===== config.mk =====
export PLATFORM = sky130hd
export DESIGN_NAME = nios2_oci_dct_capture_flat
export DESIGN_NICKNAME = d
export VERILOG_FILES = /design/src/rtl/nios2_oci_dct_pkg.sv /design/src/rtl/nios2_oci_dct_capture_if.sv /design/src/rtl/nios2_oci_dct_ram.sv /design/src/rtl/nios2_oci_dct_capture.sv /design/src/flat_wrapper.sv
export SDC_FILE = /design/constraint.sdc
export NUM_CORES = 1
export LEC_CHECK = 0
export CELL_PAD_IN_SITES_DETAIL_PLACEMENT = 0
export CELL_PAD_IN_SITES_GLOBAL_PLACEMENT = 1
export CORE_UTILIZATION = 25
export CTS_CLUSTER_DIAMETER = 100
export DETAILED_ROUTE_END_ITERATION = 8
export PLACE_DENSITY = 0.51
export SYNTH_ARGS = -nofsm -noshare
export SYNTH_HDL_FRONTEND = slang
export SYNTH_SLANG_ARGS = --single-unit

===== constraint.sdc =====
create_clock -name clk -period 7.7 [get_ports clk]
set_input_delay 1.54 -clock clk [delete_from_list [all_inputs] [get_ports clk]]
set_output_delay 1.54 -clock clk [all_outputs]
set_load 0.01 [all_outputs]

===== src/rtl/nios2_oci_dct_pkg.sv =====
// Shared types and constants for the Nios II OCI data-capture-trace buffer.
package nios2_oci_dct_pkg;

  localparam int unsigned DATA_W    = 30;
  localparam int unsigned CNT_W     = 4;
  localparam int unsigned MODE_STOP = 0;
  localparam int unsigned MODE_WRAP = 1;

  typedef enum logic [1:0] {
    StCapture,
    StEnding,
    StDone
  } dct_state_e;

endpackage


===== src/rtl/nios2_oci_dct_capture_if.sv =====
// Capture-side and drain-side signals of the DCT buffer; master drives, slave is the buffer.
interface nios2_oci_dct_capture_if #(
  parameter int unsigned DATA_W = 30,
  parameter int unsigned CNT_W  = 4,
  parameter int unsigned DEPTH  = 16,
  parameter int unsigned DROP_W = 8
);
  localparam int unsigned LVL_W = $clog2(DEPTH) + 1;

  logic              dct_valid;
  logic [DATA_W-1:0] dct_buffer;
  logic [CNT_W-1:0]  dct_count;
  logic              test_ending;
  logic              test_has_ended;
  logic              rd_ready;
  logic              rd_valid;
  logic [DATA_W-1:0] rd_data;
  logic [CNT_W-1:0]  rd_count;
  logic [LVL_W-1:0]  level;
  logic [DROP_W-1:0] drop_cnt;
  logic              ending;
  logic              done;

  modport master (
    output dct_valid, dct_buffer, dct_count, test_ending, test_has_ended, rd_ready,
    input  rd_valid, rd_data, rd_count, level, drop_cnt, ending, done
  );

  modport slave (
    input  dct_valid, dct_buffer, dct_count, test_ending, test_has_ended, rd_ready,
    output rd_valid, rd_data, rd_count, level, drop_cnt, ending, done
  );

endinterface


===== src/rtl/nios2_oci_dct_ram.sv =====
// Register-array storage: one synchronous write port, combinational read.
module nios2_oci_dct_ram #(
  parameter int unsigned WIDTH = 34,
  parameter int unsigned DEPTH = 16
) (
  input  logic                     clk,
  input  logic                     we,
  input  logic [$clog2(DEPTH)-1:0] waddr,
  input  logic [WIDTH-1:0]         wdata,
  input  logic [$clog2(DEPTH)-1:0] raddr,
  output logic [WIDTH-1:0]         rdata
);

  logic [WIDTH-1:0] mem [DEPTH];

  always_ff @(posedge clk) begin
    if (we) begin
      mem[waddr] <= wdata;
    end
  end

  assign rdata = mem[raddr];

endmodule


===== src/rtl/nios2_oci_dct_capture.sv =====
// DCT ring buffer: captures trace words, stops or wraps when full, counts losses,
// and freezes capture on test end so the host can drain before done is raised.
module nios2_oci_dct_capture #(
  parameter int unsigned DATA_W    = nios2_oci_dct_pkg::DATA_W,
  parameter int unsigned CNT_W     = nios2_oci_dct_pkg::CNT_W,
  parameter int unsigned DEPTH     = 16,
  parameter int unsigned WRAP_MODE = nios2_oci_dct_pkg::MODE_STOP,
  parameter int unsigned DROP_W    = 8
) (
  input logic                   clk,
  input logic                   reset,
  nios2_oci_dct_capture_if.slave bus
);

  localparam int unsigned PTR_W  = $clog2(DEPTH);
  localparam int unsigned LVL_W  = PTR_W + 1;
  localparam int unsigned WORD_W = CNT_W + DATA_W;
  localparam logic [LVL_W-1:0]  FULL_LVL = LVL_W'(DEPTH);
  localparam logic [DROP_W-1:0] DROP_MAX = '1;

  nios2_oci_dct_pkg::dct_state_e state_q, state_d;

  logic [PTR_W-1:0]  wr_ptr_q, rd_ptr_q;
  logic [LVL_W-1:0]  level_q, level_d;
  logic [DROP_W-1:0] drop_q;
  logic [WORD_W-1:0] rd_word;
  logic              empty, full, wr_req, rd_fire;
  logic              wr_en, overwrite, drop;

  assign empty   = (level_q == '0);
  assign full    = (level_q == FULL_LVL);
  assign wr_req  = bus.dct_valid && (state_q == nios2_oci_dct_pkg::StCapture);
  assign rd_fire = !empty && bus.rd_ready;

  // A same-cycle read always makes room, so only a lone write to a full buffer is lost.
  always_comb begin
    wr_en     = 1'b0;
    overwrite = 1'b0;
    drop      = 1'b0;
    if (wr_req) begin
      if (!full || rd_fire) begin
        wr_en = 1'b1;
      end else if (WRAP_MODE == nios2_oci_dct_pkg::MODE_WRAP) begin
        wr_en     = 1'b1;
        overwrite = 1'b1;
        drop      = 1'b1;
      end else begin
        drop = 1'b1;
      end
    end
  end

  always_comb begin
    level_d = level_q;
    if (wr_en && !rd_fire && !overwrite) begin
      level_d = level_q + 1'b1;
    end else if (rd_fire && !wr_en) begin
      level_d = level_q - 1'b1;
    end
  end

  always_ff @(posedge clk or posedge reset) begin
    if (reset) begin
      wr_ptr_q <= '0;
      rd_ptr_q <= '0;
      level_q  <= '0;
      drop_q   <= '0;
    end else begin
      if (wr_en) begin
        wr_ptr_q <= wr_ptr_q + 1'b1;
      end
      if (rd_fire || overwrite) begin
        rd_ptr_q <= rd_ptr_q + 1'b1;
      end
      level_q <= level_d;
      if (drop && (drop_q != DROP_MAX)) begin
        drop_q <= drop_q + 1'b1;
      end
    end
  end

  nios2_oci_dct_ram #(
    .WIDTH(WORD_W),
    .DEPTH(DEPTH)
  ) u_ram (
    .clk  (clk),
    .we   (wr_en),
    .waddr(wr_ptr_q),
    .wdata({bus.dct_count, bus.dct_buffer}),
    .raddr(rd_ptr_q),
    .rdata(rd_word)
  );

  always_ff @(posedge clk or posedge reset) begin
    if (reset) begin
      state_q <= nios2_oci_dct_pkg::StCapture;
    end else begin
      state_q <= state_d;
    end
  end

  always_comb begin
    state_d = state_q;
    unique case (state_q)
      nios2_oci_dct_pkg::StCapture: begin
        if (bus.test_ending) begin
          state_d = nios2_oci_dct_pkg::StEnding;
        end
      end
      nios2_oci_dct_pkg::StEnding: begin
        if (empty && bus.test_has_ended && !rd_fire) begin
          state_d = nios2_oci_dct_pkg::StDone;
        end
      end
      nios2_oci_dct_pkg::StDone: state_d = nios2_oci_dct_pkg::StDone;
      default: state_d = nios2_oci_dct_pkg::StCapture;
    endcase
  end

  // Stale memory is masked so the read port shows zeros whenever the buffer is empty.
  always_comb begin
    bus.rd_valid = !empty;
    bus.rd_data  = empty ? '0 : rd_word[DATA_W-1:0];
    bus.rd_count = empty ? '0 : rd_word[WORD_W-1:DATA_W];
    bus.level    = level_q;
    bus.drop_cnt = drop_q;
    bus.ending   = (state_q != nios2_oci_dct_pkg::StCapture);
    bus.done     = (state_q == nios2_oci_dct_pkg::StDone);
  end

endmodule


===== src/flat_wrapper.sv =====
// flat-port wrapper written by rule: the top's interface ports become plain ports
module nios2_oci_dct_capture_flat 
#(
  parameter int unsigned DATA_W    = nios2_oci_dct_pkg::DATA_W,
  parameter int unsigned CNT_W     = nios2_oci_dct_pkg::CNT_W,
  parameter int unsigned DEPTH     = 16,
  parameter int unsigned WRAP_MODE = nios2_oci_dct_pkg::MODE_STOP,
  parameter int unsigned DROP_W    = 8
)
  (clk, reset, bus_dct_valid, bus_dct_buffer, bus_dct_count, bus_test_ending, bus_test_has_ended, bus_rd_ready, bus_rd_valid, bus_rd_data, bus_rd_count, bus_level, bus_drop_cnt, bus_ending, bus_done);
  nios2_oci_dct_capture_if #(.DATA_W(DATA_W), .CNT_W(CNT_W), .DEPTH(DEPTH), .DROP_W(DROP_W)) bus_i ();
  input logic clk;
  input logic reset;
  input wire logic [$bits(bus_i.dct_valid)-1:0] bus_dct_valid;
  input wire logic [$bits(bus_i.dct_buffer)-1:0] bus_dct_buffer;
  input wire logic [$bits(bus_i.dct_count)-1:0] bus_dct_count;
  input wire logic [$bits(bus_i.test_ending)-1:0] bus_test_ending;
  input wire logic [$bits(bus_i.test_has_ended)-1:0] bus_test_has_ended;
  input wire logic [$bits(bus_i.rd_ready)-1:0] bus_rd_ready;
  output wire logic [$bits(bus_i.rd_valid)-1:0] bus_rd_valid;
  output wire logic [$bits(bus_i.rd_data)-1:0] bus_rd_data;
  output wire logic [$bits(bus_i.rd_count)-1:0] bus_rd_count;
  output wire logic [$bits(bus_i.level)-1:0] bus_level;
  output wire logic [$bits(bus_i.drop_cnt)-1:0] bus_drop_cnt;
  output wire logic [$bits(bus_i.ending)-1:0] bus_ending;
  output wire logic [$bits(bus_i.done)-1:0] bus_done;
  assign bus_i.dct_valid = bus_dct_valid;
  assign bus_i.dct_buffer = bus_dct_buffer;
  assign bus_i.dct_count = bus_dct_count;
  assign bus_i.test_ending = bus_test_ending;
  assign bus_i.test_has_ended = bus_test_has_ended;
  assign bus_i.rd_ready = bus_rd_ready;
  assign bus_rd_valid = bus_i.rd_valid;
  assign bus_rd_data = bus_i.rd_data;
  assign bus_rd_count = bus_i.rd_count;
  assign bus_level = bus_i.level;
  assign bus_drop_cnt = bus_i.drop_cnt;
  assign bus_ending = bus_i.ending;
  assign bus_done = bus_i.done;
  nios2_oci_dct_capture #(.DATA_W(DATA_W), .CNT_W(CNT_W), .DEPTH(DEPTH), .WRAP_MODE(WRAP_MODE), .DROP_W(DROP_W)) u_core (.clk(clk), .reset(reset), .bus(bus_i));
endmodule

---- Yosys cells after proc, flatten, opt, wreduce, memory -nomap -nowiden ----
Memories as Yosys holds them, arrays and structs flattened.
Index checks and enable logic that the tools add are counted.
storage, ports and cells
  RAM bits ................................ 544
  memories kept ........................... 1
  register bits ........................... 23
memory list
  name              words  width  read ports  clocked after memory_dff  wr ports  RTL line                 RTL
  u_core.u_ram.mem  16     34     1           0                         1         nios2_oci_dct_ram.sv:14  logic [WIDTH-1:0] mem [DEPTH];
cells by class
  eq/ne operators ......................... 6
  muxes and demuxes ....................... 13
  reductions and logical operators ........ 17
  add/sub/neg operators ................... 5
operators by type and width
  operator                                                                 number
  30-bit two-way mux                                                       1
  5-bit two-way mux                                                        2
  4-bit by 1-bit adder with 4-bit output, second input constant            2
  8-bit by 1-bit adder with 8-bit output, second input constant            1
  8-bit inequality test, second input constant                             1
  1-bit logical AND                                                        7
  1-bit two-way mux                                                        6
  2-bit one-hot mux with 3 select lines                                    1
  5-bit by 1-bit adder with 5-bit output, second input constant            1
  5-bit equality test, second input constant                               1
  5-bit zero test                                                          1
  5-bit by 1-bit subtractor with 5-bit output, second input constant       1
  1-bit zero test                                                          4
  2-bit two-way mux                                                        2
  4-bit two-way mux                                                        1
  2-bit nonzero test                                                       2
  2-bit by 1-bit equality test with 1-bit output, second input constant    1
  2-bit equality test, second input constant                               1
  2-bit zero test                                                          1
  2-bit by 1-bit inequality test with 1-bit output, second input constant  1
  2-bit inequality test, second input constant                             1
  2-bit AND reduction                                                      1
  1-bit logical OR                                                         1

---- Logic depth before layout (Yosys ltp) ----
  depth after elaboration ................. 10
  gate-level depth with buffers ........... 11

---- Modules after synthesis ----
Synthesis repeated with hierarchy kept, for this count alone.
unflattened totals
  cells, all modules ...................... 1,001
  area total of the unflattened synthesis .. 21,901.0 µm²
modules (own cells, without submodules)
  module                 cells each  area an instance (µm²)  times used
  nios2_oci_dct_ram      854         20,395.8                1
  nios2_oci_dct_capture  147         1,505.2                 1

---- Worst setup path before layout ----
Ideal clock, no wire load.
  path type ............................... input-to-reg
  start ................................... input port bus_rd_ready
  end ..................................... memory u_core.u_ram.mem[0][0] (enable)
  setup time .............................. 0.468 ns
  data required time ...................... 7.232 ns
  path buffers ............................ 1
  stages on the path ...................... 4
  arrival time ............................ 4.285 ns
  slack ................................... 2.948 ns
  cell sequence ........................... o311a_1 -> buf_6 -> nand2_1 -> nor3_1
between the ends
  cells in the longest elaborated chain, start to end .. 6
RTL lines
  item                                     RTL line                     RTL
  start, declared                          flat_wrapper.sv:19           input wire logic [$bits(bus_i.rd_ready)-1:0] bus_rd_ready;
  1-bit logical AND                        nios2_oci_dct_capture.sv:33  assign rd_fire = !empty && bus.rd_ready;
  1-bit logical OR                         nios2_oci_dct_capture.sv:41  if (!full || rd_fire) begin
  1-bit two-way mux                        nios2_oci_dct_capture.sv:41
  1-bit two-way mux                        nios2_oci_dct_capture.sv:40  if (wr_req) begin
  named net u_core.u_ram.we                nios2_oci_dct_ram.sv:7       input logic we,
  1-bit two-way mux                        nios2_oci_dct_ram.sv:17      if (we) begin
  1-bit two-way mux (implied by the code)  nios2_oci_dct_ram.sv:18      mem[waddr] <= wdata;
  end, declared                            nios2_oci_dct_ram.sv:14
The timed path passes the listed nets, and every way through them passes these cells.

---- Worst setup path in the final report ----
  start ................................... register u_core.rd_ptr_q[1]
  end ..................................... output port bus_rd_data[11]
between the ends
  cells in the longest elaborated chain, start to end .. 2
RTL lines
  item                    RTL line                      RTL
  start, declared         nios2_oci_dct_capture.sv:23   logic [PTR_W-1:0] wr_ptr_q, rd_ptr_q;
  start signal, assigned  nios2_oci_dct_capture.sv:73   rd_ptr_q <= rd_ptr_q + 1'b1;
  memory 16 x 34 bit      n/a
  30-bit two-way mux      nios2_oci_dct_capture.sv:123  bus.rd_data = empty ? '0 : rd_word[DATA_W-1:0];
  end, declared           flat_wrapper.sv:21            output wire logic [$bits(bus_i.rd_data)-1:0] bus_rd_data;
Every way passes these cells.

==> summary.md <==
| Metric | Value |
|---|---|
| Status | finished clean |
| Via-to-Cell Ratio | 4.388 |
| Cts hold-fix bufs | 0 |
| Final setup viols | 0 |
| Ant diodes | 0 |
| MaxCap Viol Count | 0 |
| CP Capture Type | output pin |
| Post-Syn Instances | 1050 |
| Crit path DAT | 3.79 ns |
| Share of layout cells above drive strength 1 | 0.2626 |
| Fin Setup TNS | 0 ns |
| CTS tree | yes |
| Post-CTS Resized | 0 |
| Routability cong. | 0.6950 |
| R2R setup slack | 4.49 ns |
| Most common cell after layout, fill and taps aside | edfxtp_1 |
| Syn Area/Cell | 21.08 um2 |
| P per Cell Area | 362.2 nW/um2 |
| Area share of the largest cell type after synthesis | 0.7380 |
| Number of distinct library cells after synthesis | 36 |
| Die span in x | 299.6 um |
| H-Tree Depth | 3 |
| Final min period | 5.327 ns |
| Clock Root Buffer | clkbuf_16 |
| Synth area leaders | edfxtp_1 (74%), mux4_2 (14%), dfrtp_1 (2.6%), nand3_1 (2.5%), mux2_2 (2.0%) |
| Reg2reg end | u_core.bus.level[4]$_DFFE_PP0P_ |
| DRC Markers | 0 |
| Final Hold Fails | 0 |
| Synth warnings | 0 |
| Seq/Total Area, Yosys | 0.7640 |
| Number of global-route vias before repair | 11180 |
| Final net count | 1232 |
| Reg area | 16920 um2 |
| Die Ht | 299.6 um |
| Worst reg2reg path startpoint | u_core.bus.level[0]$_DFFE_PP0P_ |
| Final Max Slew Viols | 0 |
| EDFF count, synth | 544 |
| Total Routing Usage GR | 0.1153 |
| Clk Latency, worst-skew pair | 0.60 ns |
| Max-slew headroom | 0.2348 |
| Critical path fanouts, max | 66 |
| Mapped cell area | 22130 um2 |
| Wire length per cell | 21.47 um |
| Tcrit/Tclk final | 0.6918 |
| Worst hold path class | flip-flop to flip-flop |
| CP required | 6.16 ns |
| Pin count of the biggest net entering global routing | 70 |
| Crit Path Category | flip-flop to output pin |
| Setup bufs post-CTS | 0 |
| Initial DRT Pass Iterations | 4 |
| Num CTS Buffers | 66 |
| First DRT Iteration DRCs | 653 |
| Fill cells | 8525 |
| Row count | 108 |
| Area of the multi-input gates | 5034 um2 |
| R2R cell count | 9 |
| Port-buffer cells | 89 |
| Seq cells post-synth | 567 |
| Slew @ Worst Pin | 1.148 ns |
| Worst Setup Slack, final | 2.373 ns |
| Full die area | 89730 um2 |
| Clock transition at path regs | 0.05 ns |
| Critical path origin | u_core.rd_ptr_q[1]$_DFFE_PP0N_ |
| Peak Freq | 0.1877 GHz |
| Area growth syn-to-layout | 20.54% |
| Core area | 87290 um2 |
| RSZ-0062 raised after global routing | no |
| Initial antenna violation count | 2 |
| Most frequent cells in the layout | edfxtp_1 (544), mux4_2 (136), nand3_1 (109), clkdlybuf4s50_1 (89), clkbuf_16 (67) |
| Pre-CTS WS | 2.922 ns |
| Post-DP HPWL | 28080 um |
| Syn nets | 1105 |
| Pleak | 8.379 nW |
| Post-Route WL | 51200 um |
| CTS Sinks | 567 |
| Synth area leader | edfxtp_1 |
| Final ANT Viol Nets | 0 |
| Worst Skew | 0.01571 ns |
| Top FF cell, synth | edfxtp_1 |
| Global-route wire length before repair | 75850 um |
| Peak supply drop | 0.0002208 V |
| Hold_ws | 0.4989 ns |
| Longest Clk Path Bufs | 3 |
| Vias | 10470 |
| Initial core utilization | 0.2536 |
| I/O pin count | 90 |
| GRT overflow | 0 |
| Async S/R FF share, synth | 0.04056 |
| Critical Path Source Type | flip-flop |
| Critical Path End | bus_rd_data[11] |
## per-layer routing
metal,share of wire,global-route usage,vias to the layer above
met3,0.045,0.02240,77
li1,-,-,4595
met2,0.48,0.1838,179
met4,0.021,0.03899,2
met1,0.46,0.1572,5613
met5,0.00025,0,-
## worst min path at each step
stage                                                   from  cells after the start                                 end
after global routing      u_core.bus.drop_cnt[5]$_DFFE_PP0P_                      1  u_core.bus.drop_cnt[5]$_DFFE_PP0P_
final                     u_core.bus.drop_cnt[5]$_DFFE_PP0P_                      1  u_core.bus.drop_cnt[5]$_DFFE_PP0P_
after global placement    u_core.bus.drop_cnt[5]$_DFFE_PP0P_                      1  u_core.bus.drop_cnt[5]$_DFFE_PP0P_
after CTS                 u_core.bus.drop_cnt[5]$_DFFE_PP0P_                      1  u_core.bus.drop_cnt[5]$_DFFE_PP0P_
after detailed placement  u_core.bus.drop_cnt[5]$_DFFE_PP0P_                      1  u_core.bus.drop_cnt[5]$_DFFE_PP0P_
after floorplan               u_core.rd_ptr_q[2]$_DFFE_PP0N_                      1      u_core.rd_ptr_q[2]$_DFFE_PP0N_
## final cells by class
class | instances | share of cell area
Inverter | 9 | 0.001266
Clock buffer | 82 | 0.06533
Sequential cell | 567 | 0.6343
Clock inverter | 39 | 0.01440
Tap cell | 1155 | 0.05416
Multi-Input combinational cell | 417 | 0.1887
Timing Repair Buffer | 116 | 0.04192
## sequential cells by signal (all words and copies together) (netlist names)
| name | flops |
|---|---|
| u_core.state_q | 2 |
| u_core.bus.drop_cnt | 8 |
| u_core.wr_ptr_q | 4 |
| u_core.u_ram.mem | 544 |
| u_core.rd_ptr_q | 4 |
| u_core.bus.level | 5 |
## cell usage after synthesis (all sizes together), types with 6 or more instances
cell type  count
nand2         48
nand3        109
ha            14
dfrtp         23
clkbuf        25
buf           32
nor3           9
xor2           7
mux2          39
mux4         136
nor2          14
edfxtp       544
o21ai          6
inv            9
xnor2          7
a21oi          7
## worst max-delay path, stage by stage, from the launching register on
cell	delay [ns]
dfrtp_4	0.95
buf_12	0.49
mux4_2	0.56
mux2_2	0.28
nand2_1	0.13
nand3_1	0.19
clkdlybuf4s50_1	0.53
## logic make-up after synthesis
group,Yosys count,share of synthesized area
multiplexers,176,0.1587
AO/OA/AOI/OAI,21,0.006387
AND/OR/NAND/NOR,191,0.04200
adder cells (fa/ha/maj),15,0.008819
XOR/XNOR,14,0.005540
flip-flops,567,0.7640
buffers and inverters,66,0.01453
## stage by stage
step | std cells | area [um2] | total power [W] | util
finish | 2385 | 26680 | 0.009664 | 0.3056
global route | 2385 | 26680 | 0.01014 | 0.3056
detailed placement | 2264 | 24550 | 0.006753 | 0.2813
floorplan | 1050 | 22130 | 0.005595 | -
global placement | 2264 | 24550 | 0.006755 | 0.2813
CTS | 2385 | 26680 | 0.009861 | 0.3056
## power by group
group          internal [W]  switching (W)  total [W]  leakage, nW
logic               0.00142        0.00139    0.00280         2.17
clock network       0.00182        0.00124    0.00306         1.03
registers           0.00356       0.000231    0.00380         5.18
total               0.00680        0.00286    0.00966         8.38
Power figures use the tool's default switching activity.
